==> src/rtl/fetch_stage.sv <==
// fetch_stage: instruction fetch between the PC and decode.
// Ports: clk/reset (async, active-high); redirect_valid/redirect_pc (branch/jump target);
//   imem_req/imem_addr/imem_ack/imem_data (single-outstanding memory handshake);
//   out_valid/out_ready/out_instr/out_pc (decode-facing valid/ready queue head).
// This file also holds the generic queue used to buffer fetched words.

// fifo: generic flushable queue, storage and pointers in flops.
// Latency: a word written on one edge is visible at rd_dat after that edge.
// Backpressure: rd_vld stays high until rd_rdy pops; writer must not push when full.
module fifo #(
  parameter int WIDTH = 64,
  parameter int DEPTH = 2
) (
  input  logic                       clk,
  input  logic                       rst,
  input  logic                       flush,
  input  logic                       wr_vld,
  input  logic [WIDTH-1:0]           wr_dat,
  output logic                       rd_vld,
  input  logic                       rd_rdy,
  output logic [WIDTH-1:0]           rd_dat,
  output logic [$clog2(DEPTH+1)-1:0] count
);

  localparam int PW = $clog2(DEPTH);
  localparam int CW = $clog2(DEPTH + 1);

  logic [WIDTH-1:0] mem [DEPTH];
  logic [PW-1:0]    wr_ptr;
  logic [PW-1:0]    rd_ptr;
  logic             pop;

  assign rd_vld = (count != '0);
  assign rd_dat = mem[rd_ptr];
  assign pop    = rd_vld && rd_rdy;

  always_ff @(posedge clk or posedge rst) begin
    if (rst) begin
      wr_ptr <= '0;
      rd_ptr <= '0;
      count  <= '0;
      // Storage is cleared so the head reads as zero straight out of reset.
      for (int i = 0; i < DEPTH; i++) begin
        mem[i] <= '0;
      end
    end else if (flush) begin
      // Flush wins over any push/pop in the same cycle; a pop still counts
      // as taken by the consumer, its entry simply disappears with the rest.
      wr_ptr <= '0;
      rd_ptr <= '0;
      count  <= '0;
    end else begin
      if (wr_vld) begin
        mem[wr_ptr] <= wr_dat;
        wr_ptr      <= wr_ptr + PW'(1);
      end
      if (pop) begin
        rd_ptr <= rd_ptr + PW'(1);
      end
      case ({wr_vld, pop})
        2'b10:   count <= count + CW'(1);
        2'b01:   count <= count - CW'(1);
        default: count <= count;
      endcase
    end
  end

endmodule

// fetch_stage: owns the PC, fetches one word at a time, queues {pc, instr} for decode.
// Latency: request visible the cycle after the IDLE decision; entry visible the cycle after ack.
// Backpressure: no new fetch is started unless the queue has room after this cycle's pop.
module fetch_stage #(
  parameter logic [31:0] RESET_PC = 32'h0000_0000,
  parameter int          DEPTH    = 2
) (
  input  logic        clk,
  input  logic        reset,
  input  logic        redirect_valid,
  input  logic [31:0] redirect_pc,
  output logic        imem_req,
  output logic [31:0] imem_addr,
  input  logic        imem_ack,
  input  logic [31:0] imem_data,
  output logic        out_valid,
  input  logic        out_ready,
  output logic [31:0] out_instr,
  output logic [31:0] out_pc
);

  localparam int          CW       = $clog2(DEPTH + 1);
  localparam logic [CW-1:0] DEPTH_C  = CW'(DEPTH);
  localparam logic [31:0] RESET_PC_A = {RESET_PC[31:2], 2'b00};

  typedef struct packed {
    logic [31:0] pc;
    logic [31:0] instr;
  } fetch_entry_t;

  // IDLE: no request outstanding. WAIT: live request. DROP: request squashed
  // by a redirect but still owed an ack by memory.
  typedef enum logic [1:0] {
    IDLE = 2'd0,
    WAIT = 2'd1,
    DROP = 2'd2
  } state_t;

  state_t       state_q;
  state_t       state_d;
  logic [31:0]  pc_q;
  logic [31:0]  pc_d;
  logic [31:0]  addr_q;
  logic [31:0]  addr_d;
  logic         push;
  logic         pop;
  logic [CW-1:0] count;
  logic [CW-1:0] count_after_pop;
  fetch_entry_t wr_entry;
  fetch_entry_t rd_entry;
  logic         unused_lsb;

  // The low two bits of a redirect target are discarded by design.
  assign unused_lsb = ^redirect_pc[1:0];

  assign pop             = out_valid && out_ready;
  assign count_after_pop = count - CW'(pop);

  assign wr_entry.pc    = pc_q;
  assign wr_entry.instr = imem_data;

  fifo #(
    .WIDTH ($bits(fetch_entry_t)),
    .DEPTH (DEPTH)
  ) u_queue (
    .clk    (clk),
    .rst    (reset),
    .flush  (redirect_valid),
    .wr_vld (push),
    .wr_dat (wr_entry),
    .rd_vld (out_valid),
    .rd_rdy (out_ready),
    .rd_dat (rd_entry),
    .count  (count)
  );

  always_comb begin
    state_d = state_q;
    pc_d    = pc_q;
    addr_d  = addr_q;
    push    = 1'b0;

    case (state_q)
      IDLE: begin
        // Room is judged after this cycle's pop so a draining queue refills
        // without a bubble; a redirect suppresses the request this cycle.
        if (!redirect_valid && (count_after_pop < DEPTH_C)) begin
          state_d = WAIT;
          addr_d  = pc_q;
        end
      end
      WAIT: begin
        if (imem_ack) begin
          state_d = IDLE;
          if (!redirect_valid) begin
            push = 1'b1;
            pc_d = pc_q + 32'd4;
          end
        end else if (redirect_valid) begin
          // Memory still owes us this ack; keep the request up and discard it.
          state_d = DROP;
        end
      end
      DROP: begin
        if (imem_ack) begin
          state_d = IDLE;
        end
      end
      default: begin
        state_d = IDLE;
      end
    endcase

    if (redirect_valid) begin
      pc_d = {redirect_pc[31:2], 2'b00};
    end
  end

  always_ff @(posedge clk or posedge reset) begin
    if (reset) begin
      state_q <= IDLE;
      pc_q    <= RESET_PC_A;
      addr_q  <= RESET_PC_A;
    end else begin
      state_q <= state_d;
      pc_q    <= pc_d;
      addr_q  <= addr_d;
    end
  end

  // Both outputs come straight from flops, so the address cannot move while
  // a request (live or squashed) is outstanding.
  assign imem_req  = (state_q == WAIT) || (state_q == DROP);
  assign imem_addr = addr_q;
  assign out_instr = rd_entry.instr;
  assign out_pc    = rd_entry.pc;

endmodule
==> config.mk <==
export PLATFORM = sky130hd
export DESIGN_NAME = fetch_stage
export DESIGN_NICKNAME = d
export VERILOG_FILES = /design/src/rtl/fetch_stage.sv
export SDC_FILE = /design/constraint.sdc
export NUM_CORES = 1
export LEC_CHECK = 0
export CORE_UTILIZATION = 30
export DETAILED_ROUTE_END_ITERATION = 8
export GPL_TIMING_DRIVEN = 1
export HOLD_SLACK_MARGIN = 0.06
export PLACE_DENSITY_LB_ADDON = 0.1
export SYNTH_ARGS = -nofsm -noshare
export SYNTH_HDL_FRONTEND = slang
export SYNTH_SLANG_ARGS = --single-unit
==> constraint.sdc <==
create_clock -name clk -period 14.6 [get_ports clk]
set_input_delay 2.92 -clock clk [delete_from_list [all_inputs] [get_ports clk]]
set_output_delay 2.92 -clock clk [all_outputs]
set_load 0.005 [all_outputs]
== Word level (Yosys, flattened, before mapping) ==
Cells that the tools add are included.

* Flip-flop bits (word level): 198
* Input bits: 69
* Output and inout port bits: 98
* Word-level logic and storage cells: 67

* $add $sub $neg: 6
* Magnitude comparators: 4
* Equality and inequality tests: 7
* Multiplexer cells: 23
* Bitwise logic cells: 3
* Reduce and logical (&&, ||, !) cells: 16

{| class="wikitable"
|+ Operators by type and width
! kind !! number
|-
| two-way mux 64 bit || 4
|-
| bitwise mux 128 bit || 1
|-
| two-way mux 32 bit || 3
|-
| demux 64 bit (select 1 bit) || 1
|-
| adder 32 x 3 -> 32 bit (second input constant) || 1
|-
| two-way mux 2 bit || 5
|-
| nonzero test 2 bit || 5
|-
| two-way mux 1 bit || 7
|-
| one-hot mux 2 bit (3 select lines) || 1
|-
| AND reduction 2 bit || 3
|-
| == test 2 x 1 -> 1 bit (second input constant) || 2
|-
| == test 2 bit (second input constant) || 2
|-
| >= comparator 2 bit (second input constant) || 2
|-
| != test 2 bit (second input constant) || 2
|-
| inverter 1 -> 2 bit || 2
|-
| one-hot mux 2 bit (2 select lines) || 1
|-
| logical AND 1 bit || 3
|-
| != test 3 bit (second input constant) || 1
|-
| AND reduction 3 bit || 1
|-
| nonzero test 3 bit || 1
|-
| adder 1 bit (second input constant) || 2
|-
| adder 2 x 1 -> 2 bit (second input constant) || 1
|-
| logical NOT 2 bit || 1
|-
| less-than comparator 2 x 1 -> 1 bit (second input constant) || 1
|-
| 6 further kinds || 6
|}

== Depth between registers and ports, before layout ==
Gate-level depths: netlist of run 1.

* Depth in word-level cells: 7
* Mapped depth: 8
* Mapped depth without buffers: 6

== Cells and area by module ==
A second synthesis of run 1 with hierarchy kept.

* Cell total of the unflattened synthesis: 662
* Area, all modules: 9457.8 µm²

{| class="wikitable"
|+ By module, submodules not included
! module !! times used !! cells each !! area an instance (µm²) !! sequential area each (µm²)
|-
| fifo || 1 || 364 || 6359.8 || 3303.2
|-
| fetch_stage || 1 || 298 || 3098.0 || 1551.5
|}

== Worst setup path after synthesis of run 1 ==
No wires, ideal clock.

* Path type: input to register
* From: input port imem_ack
* To: register pc_q[20]
* Setup time: 0.082 ns
* Data arrival time: 4.521 ns
* Data required time: 14.518 ns
* Setup slack: 9.997 ns
* Cell stages on the path: 6
* Buffers on the path: 2
* Cell sequence: buf_2 -> nand3_2 -> or4_4 -> buf_6 -> or4_1 -> a31oi_1

* Cells in the longest elaborated chain, start to end: 2

{| class="wikitable"
|+ Ends and longest elaborated chain
! item !! line !! source
|-
| from (decl) || 83 || <nowiki>input logic imem_ack,</nowiki>
|-
| nonzero test 2 bit (no line) || n/a ||
|-
| AND reduction 2 bit (no line) || n/a ||
|-
| to (signal assigned) || 195 || <nowiki>pc_q <= pc_d;</nowiki>
|-
| to (decl) || 110 || <nowiki>logic [31:0] pc_q;</nowiki>
|}

Every way passes these cells.
A chain may end at the register's enable or synchronous reset.

== Worst setup path in the final report of run 1 ==
* From: register u_queue.rd_ptr
* To: output port out_pc[28]

* Cells in the longest elaborated chain, start to end: 4

{| class="wikitable"
|+ Ends and longest elaborated chain
! item !! line !! source
|-
| from (decl) || 30 || <nowiki>logic [PW-1:0] rd_ptr;</nowiki>
|-
| from (signal assigned) || 58 || <nowiki>rd_ptr <= rd_ptr + PW'(1);</nowiki>
|-
| inverter 1 -> 2 bit (not written as such) || 34 || <nowiki>assign rd_dat = mem[rd_ptr];</nowiki>
|-
| two-way mux 64 bit (not written as such) (3 in a row) || 34 ||
|-
| to (decl) || 88 || <nowiki>output logic [31:0] out_pc</nowiki>
|}

Every way passes these cells. The select of a mux whose other input is x is not followed.

==> results of run 1 <==
-- final timing paths --
check	from	endpoint	slack [ns]
setup / recovery	u_queue.rd_ptr	out_pc[28]	9.21
hold / removal	u_queue.mem[62]	u_queue.mem[62]	0.49
setup reg to reg	state_q[1]	u_queue.mem[122]	11.33
hold reg to reg	u_queue.mem[62]	u_queue.mem[62]	0.49
max in group asynchronous	reset	u_queue.mem[82]	10.01
min in group asynchronous	reset	u_queue.mem[92]	2.98
-- stage by stage --
stage	instance area [sq um]	utilization, %	worst slack (ns)	hold WS, ns
floorplan	8620	-	6.51	0.444
global placement	10600	37.7	8.81	0.460
detailed placement	10600	37.7	8.74	0.468
CTS	11200	39.8	9.16	0.485
global route	11200	39.8	9.08	0.517
finish	11200	39.8	9.21	0.486
-- report_power, final --
part / switching, mW / internal [mW]
Sequential: 0.139 / 0.745
Combinational: 0.263 / 0.550
Clock: 0.214 / 0.254
Total: 0.616 / 1.55
-- kinds of logic after synthesis --
logic type / Yosys count
adder cells (fa/ha/maj): 5
other: 1
AO/OA/AOI/OAI: 55
AND/OR/NAND/NOR: 128
buffers and inverters: 54
XOR/XNOR: 17
multiplexers: 213
flip-flops: 190
-- worst max-delay path, stage by stage (launching register included) --
cell and delay, ns:
dfrtp_4 1.11, mux2_2 0.42, clkdlybuf4s50_1 0.50
-- per-layer routing --
metal	GRT usage, %	vias to the layer above	wire [um]	share of wire (%)
met2	26.1	143	10400	49
met5	0	-	13	0.061
met1	18.8	2923	9630	45
met4	4.46	2	179	0.84
met3	3.29	14	971	4.6
li1	-	2653	-	-
-- cell usage in the layout (no fill, tap or decap), types with 3 or more instances in the layout --
| master | n |
|---|---|
| a21oi_1 | 4 |
| a31oi_1 | 10 |
| and2_1 | 3 |
| buf_4 | 4 |
| clkbuf_16 | 17 |
| clkbuf_8 | 3 |
| clkdlybuf4s50_1 | 159 |
| clkinv_4 | 3 |
| conb_1 | 4 |
| dfrtp_1 | 189 |
| ha_1 | 5 |
| inv_1 | 9 |
| inv_6 | 4 |
| mux2_2 | 212 |
| nand2_1 | 42 |
| nand3_1 | 9 |
| nand4_1 | 8 |
| nor2_1 | 22 |
| nor3_1 | 7 |
| nor4_1 | 6 |
| o211ai_1 | 4 |
| o21ai_0 | 21 |
| o31ai_1 | 7 |
| or3_1 | 3 |
| or4_1 | 12 |
| xnor2_1 | 12 |
| xor2_1 | 5 |
-- state kept, by name, summed over array words and instances, names as in the netlist --
| name | flops |
|---|---|
| u_queue.count | 2 |
| pc_q | 30 |
| u_queue.rd_ptr | 1 |
| u_queue.mem | 124 |
| u_queue.wr_ptr | 1 |
| state_q | 2 |
| imem_addr | 30 |
-- layout make-up --
type	count	area (sq um)	share of cell area (%)
Clock buffer	20	467	4.18
Inverter	10	45.0	0.404
Timing Repair Buffer	164	1630	14.6
Sequential cell	190	4760	42.7
Clock inverter	12	129	1.16
Multi-Input combinational cell	422	3650	32.8
Tap cell	378	473	4.24
==> reports/metrics.yaml, run 1 <==
final-instance-count-excl-fill: 1196
grt_pass1_wl_um: 33900
leakagePower_nw: 4.60
final.period_utilization_pct: 36.9
yosysTopAreaCellShare_pct: 55.2
nets: 879
post-cts-setup-buffer-count: 0
synth_compound_area_share_pct: 4.04
finalPower_mw: 2.17
yosysSeqAreaShare_pct: 55.2
ff2ff_path_depth: 7
cts_buffer_depth: 2
core_sq_mm: 0.0280
cap_violations: 0
synth_area_leaders: "dfrtp_1, mux2_2, nand2_1, clkbuf_1, o21ai_0"
dieArea_sq_mm: 0.0294
tightest_slew_ns: 1.03
post_cts_resized: 0
ir_drop_v: 0.0000808
synth_most_common_cell: "mux2_2"
dp_cells: 1164
path_max_fanout: 63
clock_sinks: 190
wirelength_um: 21200
firstDrtPassIters: 4
first_iter_violations: 242
routed-via-count: 5735
wl_per_cell_um: 17.7
grtUsageTotal_pct: 15.1
worstHoldPathType: "reg2reg"
synth_ff_type: "dfrtp_1"
synth_cells: 663
numCtsBuffers: 17
ys_warn_count: 0
cts-hold-fix-buffers: 0
synth_xor_xnor_area_share_pct: 1.73
htreeDepth: 4
synth_edf_count: 0
nFillCells: 2661
finalHoldViolations: 0
hold_depth: 2
fin_worst_skew_ns: 0.0180
yosys.area.top_type: "dfrtp_1"
synthAdderAreaFrac_pct: 0.727
syn_avg_cell_area_sq_um: 13.0
cts_tree: "built"
ys_types: 44
cts.clk_slew.worst_paths_ns: 0.07
tns_ns: 0
synth_top_family_by_area: "multiplexers"
initial_core_util_pct: 30.7
final_layout_size_suffix_gt1_share_pct: 31.9
cp.required_ns: 11.68
drc: 0
cp-end-kind: "primary output"
status: "finished clean"
slew_viol_final: 0
vias_per_cell: 4.80
powerDensity_mw_per_mm2: 194
io_buffers: 160
rsz0062_at_grt: "no"
syn_area_sq_mm: 0.00861
synth-simple-area-share_pct: 7.69
antenna-diode-count: 0
die-width_um: 171
startpoint_type: "register"
fin_crit_ns: 5.39
critPathKind: "reg2out"
grt_pass1_vias: 6224
gr-total-overflow: 0
yosys-mux-area-fraction_pct: 27.8
syn2layout_area_growth_pct: 29.6
worstPathArrival_ns: 2.47
synth_seq_cells: 190
fmax_mhz: 186
num_rows: 61
async_flop_share_pct: 100
final_antenna_net_count: 0
cts-root-buf: "clkbuf_16"
pin_count: 167
antenna_found_initial: 1
slew_headroom_pct: 31.4
ys_top_cells_by_count: "mux2_2, dfrtp_1, nand2_1, clkbuf_1, nor2_1"
clk_latency_ns: 0.44
fp.dieH_um: 171
grt_max_degree: 118
hpwlAfterDp_um: 13700
finalWeightedCongestion: 0.699
finalSetupViolations: 0
Power figures use the tool's default switching activity.
==> run 2: changes to the inputs <==
==> constraint.sdc (replaced) <==
create_clock -name clk -period 4.7 [get_ports clk]
set_input_delay 0.94 -clock clk [delete_from_list [all_inputs] [get_ports clk]]
set_output_delay 0.94 -clock clk [all_outputs]
set_load 0.005 [all_outputs]
==> run 2 against run 1 <==
Effect of this change:
- combinational power rose to 3.1 times the previous value
- register-to-register slack worse by 9.4 ns
- count of clock-buffer cells in the layout down 2
- via count down 0.21%
- final cell count unchanged
- cell area up 0.80%
- critical endpoint unchanged
- largest power group unchanged
- highest routed layer is now met4
==> reports/metrics.yaml, run 2 (synthesized netlist as in run 1, its figures left out) <==
final-instance-count-excl-fill: 1196  # unchanged
grt_pass1_wl_um: 33800  # was 33,900 um
slowest_delay_ns: 1.11  # about the same
io_buffers: 160  # unchanged
final_cell_mix: "mux2_2, dfrtp_1, clkdlybuf4s50_1, nand2_1, nor2_1"  # unchanged
cp.depth: 2  # unchanged
final_layout_size_suffix_gt1_share_pct: 31.8  # was 31.9%
startpoint_type: "register"  # unchanged
vias_per_cell: 4.79  # was 4.80
hold_ws_ns: 0.483  # was 0.486 ns
leakagePower_nw: 4.63  # was 4.60 nW
finalWeightedCongestion: 0.717  # was 0.699
cts-root-buf: "clkbuf_16"  # unchanged
htreeDepth: 4  # unchanged
tightest_slew_ns: 1.02  # was 1.03 ns
drc: 0  # unchanged
clk_latency_ns: 0.43  # was 0.44 ns
cts_buffer_depth: 2  # unchanged
critPathKind: "reg2out"  # unchanged
mostFrequentLayoutCell: "mux2_2"  # unchanged
slew_viol_final: 0  # unchanged
utilization_pct: 40.1  # was 39.8%
cp_top_family: "flip-flops"  # unchanged
ff2ff_path_depth: 7  # unchanged
cts.clk_slew.worst_paths_ns: 0.07  # about the same
comb_power_share_pct: 36.8  # was 37.6%
antenna_found_initial: 0  # was 1
grt_pass1_vias: 6213  # was 6,224
pwr-share-clk_pct: 23.2  # was 21.6%
cp_num_buf_inv: 1  # unchanged
hold_depth: 2  # unchanged
core_sq_mm: 0.0280  # unchanged
fin_worst_skew_ns: 0.0111  # was 0.0180 ns
initial_core_util_pct: 30.7  # unchanged
fin_crit_ns: 3.40
powerDensity_mw_per_mm2: 612  # was 194 mW/mm^2
cts_tree: "built"  # unchanged
worstHoldPathType: "reg2reg"  # unchanged
final.period_utilization_pct: 72.3
post_cts_resized: 0  # unchanged
seqPwrFrac_pct: 39.9  # was 40.8%
dieArea_sq_mm: 0.0294  # unchanged
num_rows: 61  # unchanged
antenna-diode-count: 0  # unchanged
routed-via-count: 5723  # was 5,735
post-cts-setup-buffer-count: 0  # unchanged
p_int_mw: 4.98  # was 1.55 mW
clock_sinks: 190  # unchanged
cts-hold-fix-buffers: 0  # unchanged
slowest_stage: "dfrtp_4"  # unchanged
slew_headroom_pct: 32.0  # was 31.4%
fmax_mhz: 294
cap_violations: 0  # unchanged
final_antenna_net_count: 0  # unchanged
cp-end-kind: "primary output"  # unchanged
rsz0062_at_grt: "no"  # unchanged
wirelength_um: 21100  # was 21,200 um
largest_reg_flops: 124  # unchanged
nFillCells: 2695  # was 2,661
nets: 881  # was 879
die-width_um: 171  # unchanged
setup_slack_ns: 1.30  # was 9.21 ns
finalPower_mw: 6.88  # was 2.17 mW
dp_cells: 1166  # was 1,164
cp.required_ns: 3.76  # was 11.68 ns
grtUsageTotal_pct: 15.1  # about the same
status: "finished clean"  # unchanged
worstPathArrival_ns: 2.46  # was 2.47 ns
top_register: "u_queue.mem"  # unchanged
worst_hold_startpoint: "u_queue.mem[48]"  # was u_queue.mem[62]
grt_max_degree: 72  # was 118
placed_cell_area_sq_mm: 0.0106  # about the same
pin_count: 167  # unchanged
syn2layout_area_growth_pct: 30.6  # was 29.6%
finalHoldViolations: 0  # unchanged
hpwlAfterDp_um: 13800  # was 13,700 um
numCtsBuffers: 17  # unchanged
gr-total-overflow: 0  # unchanged
rr_startpoint: "state_q[1]"  # unchanged
path_cells: "mux2_2, clkdlybuf4s50_1"  # unchanged
wl_per_cell_um: 17.6  # was 17.7 um
firstDrtPassIters: 4  # unchanged
ir_drop_v: 0.000222  # was 0.0000808 V
cp-startpoint: "u_queue.rd_ptr"  # unchanged
preCtsSetupSlack_ns: 1.39  # was 8.74 ns
finalSetupViolations: 0  # unchanged
tns_ns: 0  # unchanged
switching_share_pct: 27.6  # was 28.4%
p_sw_mw: 1.90  # was 0.616 mW
fp.dieH_um: 171  # unchanged
path_max_fanout: 63  # unchanged
first_iter_violations: 213  # was 242
postLayoutCellArea_sq_mm: 0.0112  # about the same
## run 2: cell count changes in the layout (fill, tap and decap cells not counted)
cell / delta
inv_8: -2
bufinv_16: +4
clkinvlp_4: +2
clkbuf_8: -3
clkbuf_1: +1
clkinv_4: -2
clkinv_8: -1
clkinv_2: -1
buf_4: -1
buf_12: +3
## run 2: power by group through the flow
stage	Clock [mW]	Combinational, mW	Sequential, mW
6_report	1.60	2.53	2.75
4_1_cts	1.65	2.59	2.75
2_1_floorplan	0	1.38	2.61
3_3_place_gp	0	2.52	2.73
3_5_place_dp	0	2.57	2.78
5_1_grt	1.73	2.75	2.85
## run 2: worst paths after layout
| check | slack, ns | to |
|---|---|---|
| setup / recovery | 1.30 | out_pc[28] |
| hold / removal | 0.48 | u_queue.mem[48] |
| setup reg to reg | 1.92 | u_queue.mem[65] |
| hold reg to reg | 0.48 | u_queue.mem[48] |
| max in group asynchronous | 2.86 | u_queue.mem[47] |
| min in group asynchronous | 0.96 | u_queue.mem[64] |
## run 2: cell type report
type / count / area [sq um] / share of cell area (%)
tap: 378 / 473 / 4.21
multi-input combinational: 422 / 3650 / 32.5
clock inverter: 12 / 206 / 1.84
inverter: 10 / 41.3 / 0.367
timing repair buffer: 166 / 1680 / 14.9
clock buffer: 18 / 429 / 3.82
sequential: 190 / 4760 / 42.3
## run 2: worst min-delay path, stage by stage (launching register included)
cell,delay [ns]
dfrtp_1,0.35
nand2_1,0.05
o21ai_0,0.06
## run 2: layer usage
layer | share of wire [%] | track usage (%)
met1 | 47 | 19.8
met2 | 47 | 25.0
met3 | 4.1 | 2.85
met4 | 1.3 | 4.70
met5 | 0 | 0
==> run 3: changes to the inputs <==
==> constraint.sdc (replaced) <==
create_clock -name clk -period 3.5 [get_ports clk]
set_input_delay 0.7 -clock clk [delete_from_list [all_inputs] [get_ports clk]]
set_output_delay 0.7 -clock clk [all_outputs]
set_load 0.005 [all_outputs]
==> run 3 against run 2 <==
Effect of this change:
- first-iteration DRC count rose by 41%
- worst setup slack worse by 0.90 ns
- sequential cell count is the same
- utilization is 0.26 points higher
- worst hold slack better by 0.0078 ns
- routed wire length increased by 3.8%
- non-clock buffer count increased by 9
- sequential power is 33% higher
- register-to-register slack got worse by 0.93 ns
- largest cell class unchanged
==> reports/metrics.yaml, run 3 (synthesized netlist as in run 1, its figures left out) <==
fmax_mhz: 322
hpwlAfterDp_um: 14700  # was 13,800 um
grt_pass1_wl_um: 34200  # was 33,800 um
cts-hold-fix-buffers: 0  # unchanged
rr_startpoint: "state_q[1]"  # unchanged
dieArea_sq_mm: 0.0294  # unchanged
antenna_found_initial: 2  # was 0
final_antenna_net_count: 0  # unchanged
nFillCells: 2684  # was 2,695
powerDensity_mw_per_mm2: 820  # was 612 mW/mm^2
preCtsSetupSlack_ns: 0.405  # was 1.39 ns
num_rows: 61  # unchanged
hold_depth: 2  # unchanged
top_register: "u_queue.mem"  # unchanged
mostFrequentLayoutCell: "mux2_2"  # unchanged
crit_path_end: "out_instr[13]"  # was out_pc[28]
die-width_um: 171  # unchanged
rsz0062_at_grt: "no"  # unchanged
drc: 0  # unchanged
pin_count: 167  # unchanged
critPathKind: "reg2out"  # unchanged
r2r_slack_ns: 0.99  # was 1.92 ns
wirelength_um: 21900  # was 21,100 um
ff2ff_path_depth: 6  # was 7
status: "finished clean"  # unchanged
wl_per_cell_um: 18.1  # was 17.6 um
slew_viol_final: 0  # unchanged
cts-root-buf: "clkbuf_16"  # unchanged
fin_crit_ns: 3.10
final_layout_size_suffix_gt1_share_pct: 32.5  # was 31.8%
cp.required_ns: 2.80  # was 3.76 ns
numCtsBuffers: 17  # unchanged
core_sq_mm: 0.0280  # unchanged
slew_headroom_pct: 50.3  # was 32.0%
cts.clk_slew.worst_paths_ns: 0.07  # about the same
fp.dieH_um: 171  # unchanged
path_max_fanout: 32  # was 63
cap_violations: 0  # unchanged
final.period_utilization_pct: 88.7
cts_buffer_depth: 2  # unchanged
largest_reg_flops: 124  # unchanged
first_iter_violations: 301  # was 213
routed-via-count: 5827  # was 5,723
final_cell_mix: "mux2_2, dfrtp_1, clkdlybuf4s50_1, nand2_1, nor2_1"  # unchanged
initial_core_util_pct: 30.7  # unchanged
tns_ns: 0  # unchanged
nets: 890  # was 881
fin_worst_skew_ns: 0.0110  # was 0.0111 ns
firstDrtPassIters: 5  # was 4
grtUsageTotal_pct: 15.2  # was 15.1%
gr-total-overflow: 0  # unchanged
finalWeightedCongestion: 0.731  # was 0.717
worstPathArrival_ns: 2.40  # was 2.46 ns
ir_drop_v: 0.000312  # was 0.000222 V
syn2layout_area_growth_pct: 31.5  # was 30.6%
clock_sinks: 190  # unchanged
utilization_pct: 40.4  # was 40.1%
worstHoldPathType: "reg2reg"  # unchanged
post_cts_resized: 0  # unchanged
post-cts-setup-buffer-count: 0  # unchanged
startpoint_type: "register"  # unchanged
finalSetupViolations: 0  # unchanged
vias_per_cell: 4.83  # was 4.79
clk_latency_ns: 0.43  # about the same
cp-end-kind: "primary output"  # unchanged
grt_pass1_vias: 6121  # was 6,213
cp-startpoint: "u_queue.rd_ptr"  # unchanged
grt_max_degree: 65  # was 72
io_buffers: 160  # unchanged
finalHoldViolations: 0  # unchanged
rr_endpoint: "pc_q[30]"  # was u_queue.mem[65]
leakagePower_nw: 4.67  # was 4.63 nW
cts_tree: "built"  # unchanged
setup_slack_ns: 0.396  # was 1.30 ns
tightest_slew_ns: 0.744  # was 1.02 ns
htreeDepth: 4  # unchanged
-- run 3: changes by cell type in the layout (fill, tap and decap cells not counted), sizes merged --
cell,previous run,this run
clkinvlp,2,3
diode,0,2
clkinv,2,1
buf,7,16
-- run 3: worst min-delay path by stage --
stage                         start              end
finish              u_queue.mem[48]  u_queue.mem[48]
global route        u_queue.mem[55]  u_queue.mem[55]
CTS                 u_queue.mem[48]  u_queue.mem[48]
detailed placement  u_queue.mem[48]  u_queue.mem[48]
global placement    u_queue.mem[48]  u_queue.mem[48]
floorplan           u_queue.mem[42]  u_queue.mem[42]
-- run 3: routing by layer --
metal | routed length [um] | global-route usage (%) | up-vias | part of all wire (%)
li1 | - | - | 2683 | -
met1 | 9900 | 19.2 | 2982 | 45
met2 | 10600 | 25.8 | 147 | 48
met3 | 1230 | 4.16 | 15 | 5.6
met4 | 163 | 3.61 | 0 | 0.74
met5 | 0 | 0 | - | 0
-- run 3: layout make-up --
type	count	area [sq um]	share of cell area (%)
Antenna cell	2	5.00	0.0442
Clock buffer	18	429	3.79
Clock inverter	12	208	1.84
Inverter	10	41.3	0.365
Multi-Input combinational cell	422	3650	32.3
Sequential cell	190	4760	42.0
Tap cell	378	473	4.18
Timing Repair Buffer	175	1750	15.4
-- run 3: metrics by stage --
| stage | power, mW | hold slack (ns) | instances | cell area [sq um] |
|---|---|---|---|---|
| final | 9.28 | 0.491 | 1207 | 11300 |
| after global routing | 9.86 | 0.517 | 1205 | 11300 |
| after CTS | 9.44 | 0.490 | 1205 | 11300 |
| after detailed placement | 7.24 | 0.475 | 1175 | 10700 |
| after global placement | 7.09 | 0.461 | 1175 | 10700 |
| after floorplan | 5.36 | 0.444 | 666 | 8620 |
-- run 3: worst max-delay path: stages (launching register included) --
cell and delay, ns:
dfrtp_4 0.80, buf_4 0.34, mux2_2 0.36, clkdlybuf4s50_1 0.48
-- run 3: where the power goes --
part | leakage, nW | switching [mW] | total, mW | internal, mW
clock | 0.305 | 0.881 | 2.15 | 1.27
sequential | 2.33 | 0.548 | 3.66 | 3.11
combinational | 2.04 | 1.14 | 3.47 | 2.33
